**src/rtl/wb_arb_pkg.sv**
```systemverilog
// Shared types for the writeback port arbiter: FSM states, result-buffer entry
// layout and the hard-wired zero register.
package wb_arb_pkg;

  localparam int         MD_DEPTH = 2;
  localparam logic [4:0] REG_ZERO = 5'd0;

  typedef enum logic {
    ST_ARB,
    ST_DRAIN
  } arb_state_e;

  typedef struct packed {
    logic        valid;
    logic [4:0]  rd;
    logic [31:0] data;
  } md_entry_t;

endpackage

```
**src/rtl/wb_md_fifo.sv**
```systemverilog
// Two-entry multiply/divide result buffer with per-entry squash by destination
// register; squashed entries stay in order until the arbiter removes them.
module wb_md_fifo
  import wb_arb_pkg::*;
(
  input  logic        clock,
  input  logic        reset,
  input  logic        push,
  input  logic [4:0]  push_rd,
  input  logic [31:0] push_data,
  input  logic        pop,
  input  logic        squash,
  input  logic [4:0]  squash_rd,
  output logic        ready,
  output logic        head_present,
  output md_entry_t   head,
  output logic [31:0] pending_mask
);

  logic [1:0] count_q, count_d;
  md_entry_t  ent_q [MD_DEPTH];
  md_entry_t  ent_d [MD_DEPTH];
  md_entry_t  kept  [MD_DEPTH];
  md_entry_t  new_ent;

  // A result for register 0 is stored invalid, so it drains without a write.
  assign new_ent = '{valid: (push_rd != REG_ZERO), rd: push_rd, data: push_data};

  always_comb begin
    for (int i = 0; i < MD_DEPTH; i++) begin
      kept[i] = ent_q[i];
      if (squash && ent_q[i].rd == squash_rd) kept[i].valid = 1'b0;
    end
    ent_d   = kept;
    count_d = count_q;
    if (pop) begin
      ent_d[0]       = kept[1];
      ent_d[1]       = kept[1];
      ent_d[1].valid = 1'b0;
      count_d        = count_q - 2'd1;
    end
    if (push) begin
      if (count_d == 2'd0) ent_d[0] = new_ent;
      else                 ent_d[1] = new_ent;
      count_d = count_d + 2'd1;
    end
  end

  // NOTE: only the count and valid bits need reset; payloads are never observed
  // while invalid, so leaving them unreset keeps the storage a plain register array.
  always_ff @(posedge clock) begin
    if (reset) begin
      count_q <= 2'd0;
      for (int i = 0; i < MD_DEPTH; i++) ent_q[i].valid <= 1'b0;
    end else begin
      count_q <= count_d;
      ent_q   <= ent_d;
    end
  end

  assign ready        = (count_q < 2'd2);
  assign head_present = (count_q != 2'd0);
  assign head         = ent_q[0];

  always_comb begin
    pending_mask = '0;
    for (int i = 0; i < MD_DEPTH; i++)
      if (ent_q[i].valid) pending_mask[ent_q[i].rd] = 1'b1;
  end

endmodule

```
**src/rtl/wb_port_arbiter.sv**
```systemverilog
// Shares the single register-file write port between the pipeline writeback
// stage and buffered multiply/divide results. Optional WB_ARB_STATS_EN adds conflict_cnt.
module wb_port_arbiter
  import wb_arb_pkg::*;
#(
  parameter int STARVE_LIMIT = 4
) (
  input  logic        clock,
  input  logic        reset,
  input  logic        wb_valid,
  input  logic        wb_rwe,
  input  logic [4:0]  wb_rd,
  input  logic [31:0] wb_data,
  input  logic        md_valid,
  input  logic [4:0]  md_rd,
  input  logic [31:0] md_data,
  output logic        md_ready,
  output logic        stall,
  output logic        rf_we,
  output logic [4:0]  rf_addr,
  output logic [31:0] rf_data,
  output logic [31:0] pending_mask
`ifdef WB_ARB_STATS_EN
  ,
  output logic [15:0] conflict_cnt
`endif
);

  localparam logic [3:0] STARVE_LAST = 4'(STARVE_LIMIT - 1);

  arb_state_e  state_q, state_d;
  logic [3:0]  starve_q, starve_d;
  logic        rf_we_q, rf_we_d;
  logic [4:0]  rf_addr_q, rf_addr_d;
  logic [31:0] rf_data_q, rf_data_d;
  logic        pipe_req, head_live, head_dead, head_present, pop, squash;
  md_entry_t   head;

  wb_md_fifo u_fifo (
    .clock        (clock),
    .reset        (reset),
    .push         (md_valid & md_ready),
    .push_rd      (md_rd),
    .push_data    (md_data),
    .pop          (pop),
    .squash       (squash),
    .squash_rd    (wb_rd),
    .ready        (md_ready),
    .head_present (head_present),
    .head         (head),
    .pending_mask (pending_mask)
  );

  assign pipe_req  = wb_valid & wb_rwe & (wb_rd != REG_ZERO);
  assign head_live = head_present & head.valid;
  assign head_dead = head_present & ~head.valid;

  // NOTE: every signal gets a default before the case so no path leaves one
  // unassigned, which would otherwise infer a latch.
  always_comb begin
    state_d   = state_q;
    starve_d  = starve_q;
    rf_we_d   = 1'b0;
    rf_addr_d = rf_addr_q;
    rf_data_d = rf_data_q;
    pop       = 1'b0;
    squash    = 1'b0;
    case (state_q)
      ST_DRAIN: begin
        pop      = head_present;
        rf_we_d  = head_live;
        if (head_live) begin
          rf_addr_d = head.rd;
          rf_data_d = head.data;
        end
        starve_d = 4'd0;
        state_d  = ST_ARB;
      end
      default: begin
        if (pipe_req) begin
          rf_we_d   = 1'b1;
          rf_addr_d = wb_rd;
          rf_data_d = wb_data;
          squash    = 1'b1;
          pop       = head_dead;
          if (head_dead) starve_d = 4'd0;
          else if (head_live) begin
            if (starve_q == STARVE_LAST) begin
              starve_d = 4'd0;
              state_d  = ST_DRAIN;
            end else begin
              starve_d = starve_q + 4'd1;
            end
          end
        end else if (head_present) begin
          pop      = 1'b1;
          rf_we_d  = head_live;
          if (head_live) begin
            rf_addr_d = head.rd;
            rf_data_d = head.data;
          end
          starve_d = 4'd0;
        end
      end
    endcase
  end

  // NOTE: sequential state uses non-blocking assignments so every flop samples
  // the pre-edge values regardless of statement order.
  always_ff @(posedge clock) begin
    if (reset) begin
      state_q   <= ST_ARB;
      starve_q  <= 4'd0;
      rf_we_q   <= 1'b0;
      rf_addr_q <= 5'd0;
      rf_data_q <= 32'd0;
    end else begin
      state_q   <= state_d;
      starve_q  <= starve_d;
      rf_we_q   <= rf_we_d;
      rf_addr_q <= rf_addr_d;
      rf_data_q <= rf_data_d;
    end
  end

  assign stall   = (state_q == ST_DRAIN);
  assign rf_we   = rf_we_q;
  assign rf_addr = rf_addr_q;
  assign rf_data = rf_data_q;

`ifdef WB_ARB_STATS_EN
  logic [15:0] conflict_q, conflict_d;

  always_comb begin
    conflict_d = conflict_q;
    if (pipe_req && head_live && conflict_q != 16'hFFFF) conflict_d = conflict_q + 16'd1;
  end

  always_ff @(posedge clock) begin
    if (reset) conflict_q <= 16'd0;
    else       conflict_q <= conflict_d;
  end

  assign conflict_cnt = conflict_q;
`endif

endmodule
```
**config.mk**
```make
export PLATFORM = sky130hd
export DESIGN_NAME = wb_port_arbiter
export DESIGN_NICKNAME = d
export VERILOG_FILES = /design/src/rtl/wb_arb_pkg.sv /design/src/rtl/wb_md_fifo.sv /design/src/rtl/wb_port_arbiter.sv
export SDC_FILE = /design/constraint.sdc
export NUM_CORES = 1
export LEC_CHECK = 0
export ABC_AREA = 1
export CORE_UTILIZATION = 54
export CTS_CLUSTER_DIAMETER = 150
export DETAILED_ROUTE_END_ITERATION = 12
export PLACE_DENSITY_LB_ADDON = 0.12
export SLEW_MARGIN = 5
export SYNTH_ARGS = -nofsm -noshare
export SYNTH_HDL_FRONTEND = slang
export SYNTH_SLANG_ARGS = --single-unit
```
**constraint.sdc**
```tcl
create_clock -name clock -period 5.4 [get_ports clock]
set_input_delay 0.81 -clock clock [delete_from_list [all_inputs] [get_ports clock]]
set_output_delay 0.81 -clock clock [all_outputs]
set_load 0.05 [all_outputs]
```
==> results of run 1 <==
## layer usage
layer | track usage (%) | wire [um] | part of all wire [%]
met5 | 0 | 0 | 0
met4 | 12.10 | 332 | 1.9
met3 | 6.639 | 1324 | 7.7
met2 | 50.76 | 8580 | 50
met1 | 35.56 | 6897 | 40
## layout make-up
type                            instances  share of cell area, %
Clock buffer                           30                  6.596
Clock inverter                          2                 0.1210
Inverter                              108                  4.932
Multi-Input combinational cell        495                  29.47
Sequential cell                       121                  38.25
Tap cell                              140                  2.118
Timing Repair Buffer                  154                  18.52
## cell usage after synthesis
master    number  area [um^2]
a21oi_1        5        25.02
and2_1         1        6.260
buf_1          1        3.750
buf_2         11        55.05
buf_4          1        7.510
buf_6          6        67.56
clkbuf_1      22        82.58
clkbuf_2       2        10.01
dfxtp_1       47        940.9
edfxtp_1      74         2222
ha_1           3        37.54
inv_1        104        390.4
inv_2          3        11.26
inv_4          1        6.260
nand2_1      131        491.7
nand2_2        2        12.51
nand2_4        1        11.26
nand3_1       24        120.1
nand3_2        1        10.01
nand3_4        1        17.52
nand4_1        1        6.260
nand4_2        1        12.51
nor2_1        80        300.3
nor2_2         2        12.51
nor3_1        14        70.07
o211ai_1      33        247.7
o211ai_2       5        62.56
o21ai_0      105        525.5
o21ai_1       73        365.4
o22ai_1        4        25.02
xnor2_1        7        61.31
xor2_1         1        8.760
## tightest hold or removal path: cells and delay by family, from the launching register on
family / cells / cell delay [ps]
flops: 1 / 320
buf+inv: 1 / 50
compound gates: 1 / 100
## cells by family (layout without fill, tap and decap cells)
logic type | after synthesis | in the layout
AND/OR/NAND/NOR | 259 | 259
AO/OA/AOI/OAI | 225 | 225
buffers and inverters | 151 | 294
flip-flops | 121 | 121
XOR/XNOR | 8 | 8
adder cells (fa/ha/maj) | 3 | 3
## where the power goes
group          internal, mW  total [mW]  switching, mW
Clock                 0.674        1.05          0.372
Sequential             1.37        1.56          0.184
Combinational         0.517        1.63           1.12
## registers in the layout, indices dropped and copies added, names as in the netlist
register / flops
starve_q: 4
u_fifo.count_q: 2
u_fifo.ent_q: 38
rf_data: 32
stall: 1
rf_we: 1
u_fifo.head: 38
rf_addr: 5
## per-stage QoR
| stage | area (um^2) | utilization (%) |
|---|---|---|
| 6_report | 8270 | 74.98 |
| 5_1_grt | 8270 | 74.98 |
| 4_1_cts | 8270 | 74.98 |
| 3_5_place_dp | 7715 | 69.94 |
| 3_3_place_gp | 7715 | 69.94 |
| 2_1_floorplan | 6227 | - |
## final timing paths
kind	startpoint	end	cells past startpoint
hold / removal	rf_data[3]	rf_data[3]	2
setup / recovery	wb_rd[4]	u_fifo.head[2]	15
setup reg to reg	u_fifo.count_q[1]	u_fifo.head[2]	14
hold reg to reg	rf_data[3]	rf_data[3]	2
## placed cells by master, fill, tap and decap left out, drive strengths merged, types with 3 or more instances in the layout
cell	n
clkbuf	30
buf	4
nor2	82
a21oi	5
o22ai	4
clkdlybuf4s50	150
edfxtp	74
o211ai	38
xnor2	7
dfxtp	47
nor3	14
nand3	26
inv	108
nand2	134
o21ai	178
ha	3
==> flow_summary.toml, run 1 <==
[power_and_ir_drop]
power_mw = 4.237
ir_drop_mv = 0.2404
power.density_nw_per_um2 = 512.3
p_leak_nw = 3.364

[critical_path]
crit_buf_inv = 5
crit_chain = "clkdlybuf4s50_1 > nor2_1 > nand3_2 > nand4_2 > nand2_4 > inv_4 > nand2_1 > nand2_1 > ha_1 > inv_1 > nor2_2 > inv_1 > buf_4 > o21ai_0 > o21ai_0"
required_ps = 5630
slowest_delay_ps = 600
endpoint_kind = "register"
start_kind = "primary input"
cp_max_fo = 46
slowest_stage = "inv_1"
ff2ff_setup_slack_ps = 1850
critPathArrivalTime_ps = 4340
critPathTopFamily = "buffers and inverters"
path_class = "in -> reg"

[outcome]
status = "finished, final reports clean"

[route]
post_drt_wl_per_cell_um = 16.32
avgViaCountPerCell = 5.703
drtIter0Drc = 559
drc = 0
dr.pass1.iters = 6
via_count = 5988
antenna_left = 0
routed_wl_mm = 17.14

[cells_and_area]
nNetsFinal = 979
regArea_um2 = 3163
drive_above_1_share_pct = 5.165
antennaDiodeCount = 0
area_delta_synth_final_pct = 32.81
multi_input_area_um2 = 2437
finalNonFillerCells = 1050
fillers = 809

[clock_tree]
cts_resized = 0
path_clk_slew_ps = 50
cts_buffers = 17
clk_path_buf_depth = 2
postCtsHoldBufs = 0
post-cts-setup-buffers = 0
ctsHtreeMaxLevel = 4
cts_tree = "built"
clock-sinks = 121
clkLatencyLatePin_ps = 410
cts-root-buf = "clkbuf_16"

[synth]
ys_ff_latch = 121
synth_adder_area_share_pct = 0.6028
syn_inst = 767
synth_compound_area_share_pct = 20.09
seq_area_frac_synth_pct = 50.79
yosys.area_share.simple_pct = 17.20
synth_top_family_by_area = "compound AO/OA/AOI/OAI gates"
muxShareOfSynthArea_pct = 0
avgSynthCellArea_um2 = 8.119
ys_warn_count = 0
ys_types = 32
netlist_area_um2 = 6227
synth_xor_area_share_pct = 1.125
syn_nets = 849

[sta]
maxSlewViolCount = 0
clock.fmax_ghz = 0.2436
worst_pin_slew_ps = 1131
tns_ps = 0
period_share_pct = 76.01
fin_crit_ps = 4105
finalHoldViolations = 0
hold_ws_ps = 497.2
layout_setup_ws_ps = 1295
rsz0062_at_grt = "no"
setup_viol = 0
maxSlewHeadroom_pct = 24.51
fin_skew_ps = 7.406

[place]
gp_congestion = 1.061
post-dp-hpwl_mm = 11.00
dp_slack_ps = 1003
dp_cells = 1018
portBuffers = 150

[floorplanning]
die_h_um = 109.4
ioPinCount = 151
die_width_um = 109.4
core-area_um2 = 11030
rows = 38
initial_utilization_pct = 56.45
die_area_um2 = 11970

[global_routing]
grt_overflow = 0
grt_first_pass_wirelength_mm = 27.22
grt_use_total_pct = 29.44
grt_start_max_net_pins = 74
first_global_vias = 5819
antenna_found_initial = 0

[job]
maxCapViolCount = 0

[min_path]
hold_path_class = "reg -> reg"
Note: power is estimated with default switching activity, not from simulation.
==> run 2, diff against run 1 <==
Settings changed: CORE_UTILIZATION 54 to 45.
Clock period 5.4 ns to 3.4 ns, I/O delays scaled along.
==> run 2 against run 1 <==
- critical path type is now reg -> out
- routed wire length fell by 1.1%
- highest routed layer unchanged
- utilization is 12 points lower
- worst setup slack got worse by 970 ps
==> flow_summary.toml, run 2 (synthesized netlist as in run 1, its figures left out) <==
[outcome]
status = "finished, final reports clean"

[critical_path]
start_kind = "register"
reg2regPathDepth = 12
critPathArrivalTime_ps = 2570
endpoint_kind = "primary output"
ff2ff_setup_slack_ps = 940
reg2reg_from = "u_fifo.count_q[1]"
required_ps = 2890
cp_max_fo = 7
reg2reg_to = "u_fifo.ent_q[22]"
path_class = "reg -> out"

[cells_and_area]
fillers = 1147
area_delta_synth_final_pct = 35.58
nNetsFinal = 994
final_cell_area_um2 = 8443
antennaDiodeCount = 0
drive_above_1_share_pct = 6.811
most-common-layout-cells = "clkdlybuf4s50_1, nand2_1, o21ai_0"
final_common_cell = "clkdlybuf4s50_1"

[job]
maxCapViolCount = 0

[power_and_ir_drop]
power.density_nw_per_um2 = 804.4
ir_drop_mv = 0.5013
p_leak_nw = 3.441

[min_path]
hp-start = "rf_data[4]"
hold_path_class = "reg -> reg"
min_path_cells = 2
holdPathEnd = "rf_data[4]"

[route]
antenna_left = 0
via_count = 5813
dr.pass1.iters = 6
post_drt_wl_per_cell_um = 15.40
drtIter0Drc = 619
routed_wl_mm = 16.95
drc = 0
avgViaCountPerCell = 5.280

[sta]
tns_ps = 0
rsz0062_at_grt = "no"
fin_skew_ps = 5.236
setup_viol = 0
period_share_pct = 90.52
maxSlewHeadroom_pct = 61.20
maxSlewViolCount = 0
finalHoldViolations = 0
clock.fmax_ghz = 0.3249
layout_setup_ws_ps = 322.2
fin_crit_ps = 3078
hold_ws_ps = 495.2
worst_pin_slew_ps = 581.2

[place]
dp_slack_ps = 278.5
post-dp-hpwl_mm = 11.15
dpl_cell_area_um2 = 7898
portBuffers = 150
gp_congestion = 0.8330

[global_routing]
grt_use_total_pct = 24.22
antenna_found_initial = 0
grt_first_pass_wirelength_mm = 27.40
first_global_vias = 5602
grt_start_max_net_pins = 52
grt_overflow = 0

[floorplanning]
initial_utilization_pct = 46.65
core-area_um2 = 13350
die_h_um = 119.6
ioPinCount = 151
die_width_um = 119.6
rows = 42
die_area_um2 = 14310

[clock_tree]
clk_path_buf_depth = 2
cts_tree = "built"
post-cts-setup-buffers = 0
path_clk_slew_ps = 50
cts_buffers = 17
cts_resized = 0
cts-root-buf = "clkbuf_16"
ctsHtreeMaxLevel = 4
postCtsHoldBufs = 0
clock-sinks = 121
clkLatencyLatePin_ps = 410
[run 2: cell count changes in the layout (fill, tap and decap cells not counted), moves of 3 or more]
cell,change
buf_4,+13
clkbuf_1,-3
clkbuf_8,-5
clkinv_2,+4
[run 2: area by class of cell]
type	count	area [um^2]	share of cell area (%)
sequential	121	3163	37.46
clock inverter	11	105.1	1.245
multi-input combinational	495	2437	28.87
inverter	108	407.9	4.831
clock buffer	21	440.4	5.216
timing repair buffer	169	1669	19.77
tap	176	220.2	2.608
[run 2: per-layer routing]
metal | global-route usage [%] | wire (um)
met1 | 31.02 | 7430
met2 | 40.07 | 8245
met3 | 5.798 | 1079
met4 | 8.125 | 196
met5 | 0 | 0
[run 2: worst max-delay path by stage]
stage / depth (start not counted) / to / slack (ps) / start
2_1_floorplan: 10 / u_fifo.ent_q[0] / 290 / stall
3_3_place_gp: 13 / u_fifo.ent_q[19] / 360 / wb_rd[1]
3_5_place_dp: 13 / u_fifo.ent_q[21] / 280 / wb_rd[1]
4_1_cts: 5 / pending_mask[29] / 390 / u_fifo.head[36]
5_1_grt: 5 / pending_mask[27] / 160 / u_fifo.head[36]
6_report: 5 / pending_mask[26] / 320 / u_fifo.head[36]
[run 2: metrics by stage]
stage	util [%]	total power [mW]	instances
after floorplan	-	4.306	767
after global placement	59.17	5.024	1069
after detailed placement	59.17	5.095	1069
after CTS	63.25	6.802	1101
after global routing	63.25	7.210	1101
final	63.25	6.792	1101
[run 2: worst max-delay path, stage by stage (launching register included)]
cell and delay [ps]:
edfxtp_1 520, inv_1 160, nor3_1 420, nand2_1 100
o21ai_0 120, clkdlybuf4s50_1 840
[run 2: report_power, final]
part | internal [mW] | total (mW) | switching [mW]
logic | 0.885 | 2.66 | 1.78
clock network | 1.06 | 1.68 | 0.616
registers | 2.18 | 2.45 | 0.275
==> run 3, diff against run 2 <==
Settings changed: CAP_MARGIN set to 25, GPL_TIMING_DRIVEN set to 0.
==> run 3 against run 2 <==
- maximum frequency decreased by 8.6%
- clock skew up 4.3 ps
- highest routed layer unchanged
- largest power group unchanged
- critical endpoint is now pending_mask[21]
- combinational power is 6% higher
==> flow_summary.toml, run 3 (synthesized netlist as in run 1, its figures left out) <==
[outcome]
status = "finished, final reports clean"

[global_routing]
antenna_found_initial = 0
grt_use_total_pct = 25.74
grt_first_pass_wirelength_mm = 28.81
grt_start_max_net_pins = 33
grt_overflow = 0
first_global_vias = 5930

[floorplanning]
rows = 42
ioPinCount = 151
die_area_um2 = 14310
die_width_um = 119.6
initial_utilization_pct = 46.65
core-area_um2 = 13350
die_h_um = 119.6

[route]
drtIter0Drc = 569
antenna_left = 0
via_count = 5990
routed_wl_mm = 17.85
post_drt_wl_per_cell_um = 15.84
avgViaCountPerCell = 5.315
drc = 0
dr.pass1.iters = 5

[clock_tree]
clock-sinks = 121
ctsHtreeMaxLevel = 4
path_clk_slew_ps = 60
clkLatencyLatePin_ps = 420
postCtsHoldBufs = 0
cts-root-buf = "clkbuf_16"
cts_buffers = 17
cts_tree = "built"
clk_path_buf_depth = 2

[sta]
period_share_pct = 99.08
setup_viol = 0
clock.fmax_ghz = 0.2968
fin_crit_ps = 3369
rsz0062_at_grt = "yes"
tns_ps = 0
worst_pin_slew_ps = 1076
maxSlewHeadroom_pct = 27.69
maxSlewViolCount = 0
fin_skew_ps = 9.539
finalHoldViolations = 0

[power_and_ir_drop]
power.internal_mw = 4.244
switching_share_pct = 39.63
ir_drop_mv = 0.4415
p_seq_share_pct = 34.0
p_leak_nw = 3.506
power_switching_mw = 2.786
pwr-share-clk_pct = 25.8
combinationalPowerShare_pct = 40.2
power.density_nw_per_um2 = 815.8

[critical_path]
cp_max_fo = 8
reg2regPathDepth = 14
reg2reg_from = "u_fifo.count_q[1]"
crit_chain = "inv_1 > nor3_1 > nand2_1 > o21ai_0 > clkdlybuf4s50_1"
slowest_delay_ps = 830
start_kind = "register"
critPathArrivalTime_ps = 2860
ff2ff_setup_slack_ps = 570
reg2reg_to = "u_fifo.head[27]"
required_ps = 2890
endpoint_kind = "primary output"
slowest_stage = "nor3_1"
path_class = "reg -> out"

[min_path]
hp-start = "rf_data[23]"
holdPathEnd = "rf_data[23]"
hold_path_class = "reg -> reg"
min_path_cells = 2

[cells_and_area]
most-common-layout-cells = "clkdlybuf4s50_1, nand2_1, o21ai_0"
post-route-util_pct = 64.56
final_cell_area_um2 = 8617
area_delta_synth_final_pct = 38.38
antennaDiodeCount = 0
final_common_cell = "clkdlybuf4s50_1"
nNetsFinal = 1020
drive_above_1_share_pct = 7.781

[place]
dpl_cell_area_um2 = 7998
portBuffers = 150
gp_congestion = 0.8779
post-dp-hpwl_mm = 12.32

[job]
maxCapViolCount = 0
==> run 3: cell count changes in the layout (fill, tap and decap cells not counted), moves of 2 or more <==
cell       delta
clkbuf_16     +4
buf_6         +6
clkinv_4      +3
clkbuf_2      +3
bufinv_16     -2
clkbuf_1     +17
clkinv_2      -4
buf_2        +11
buf_4        -16
clkinv_1      -2
inv_4         +2
==> run 3: how the worst max path moves through the flow <==
| stage | cells past startpoint | start | endpoint | slack [ps] |
|---|---|---|---|---|
| 6_report | 5 | u_fifo.head[32] | pending_mask[21] | 30 |
| 5_1_grt | 5 | u_fifo.head[32] | pending_mask[29] | -80 |
| 4_1_cts | 5 | u_fifo.head[33] | pending_mask[11] | 10 |
| 3_5_place_dp | 15 | wb_rd[1] | u_fifo.head[23] | -70 |
| 3_3_place_gp | 12 | wb_rd[1] | u_fifo.ent_q[17] | -850 |
| 2_1_floorplan | 10 | stall | u_fifo.ent_q[0] | 290 |
==> run 3: final cells by class <==
type / count / area, um^2
buffer: 43 / 227.7
clock buffer: 22 / 539.3
tap: 176 / 220.2
multi-input combinational: 495 / 2442
fill: 1168 / 4731
sequential: 121 / 3163
inverter: 108 / 407.9
clock inverter: 10 / 75.07
timing repair buffer: 152 / 1541
==> run 3: critical path, delay by kind of cell, from the launching register on <==
kind | cells | cell delay [ps]
AND/OR/NAND/NOR | 2 | 920
AO/OA/AOI/OAI | 1 | 120
flip-flops | 1 | 450
buffers and inverters | 2 | 950
==> run 3: layer usage <==
| layer | vias to the layer above | track usage, % | wire, um |
|---|---|---|---|
| met1 | 2829 | 31.98 | 7579 |
| met2 | 234 | 44.26 | 8901 |
| li1 | 2914 | - | - |
| met5 | - | 0 | 0 |
| met4 | 0 | 9.219 | 215 |
| met3 | 13 | 5.133 | 1150 |
==> run 3: power by group through the flow <==
stage               Combinational [mW]  Clock, mW  Sequential, mW
detailed placement                2.77          0            2.40
finish                            2.83       1.81            2.39
CTS                               2.81       1.83            2.38
global route                      3.10       1.90            2.43
global placement                  2.67          0            2.40
floorplan                         1.66          0            2.64
==> run 3: what timing repair did <==
item                                    4_1_cts  5_1_grt
buffers inserted                              0        0
gates resized for setup                       0        1
endpoints found under the setup margin        0       26
==> run 3: stage by stage <==
step | hold slack [ps] | power [mW] | setup WS, ps | std cells
2_1_floorplan | 468.2 | 4.306 | 287.1 | 767
3_3_place_gp | 478.6 | 5.069 | -854.1 | 1093
3_5_place_dp | 482.9 | 5.175 | -68.68 | 1095
4_1_cts | 501.3 | 7.024 | 11.00 | 1127
5_1_grt | 518.4 | 7.432 | -83.61 | 1127
6_report | 497.8 | 7.030 | 31.19 | 1127
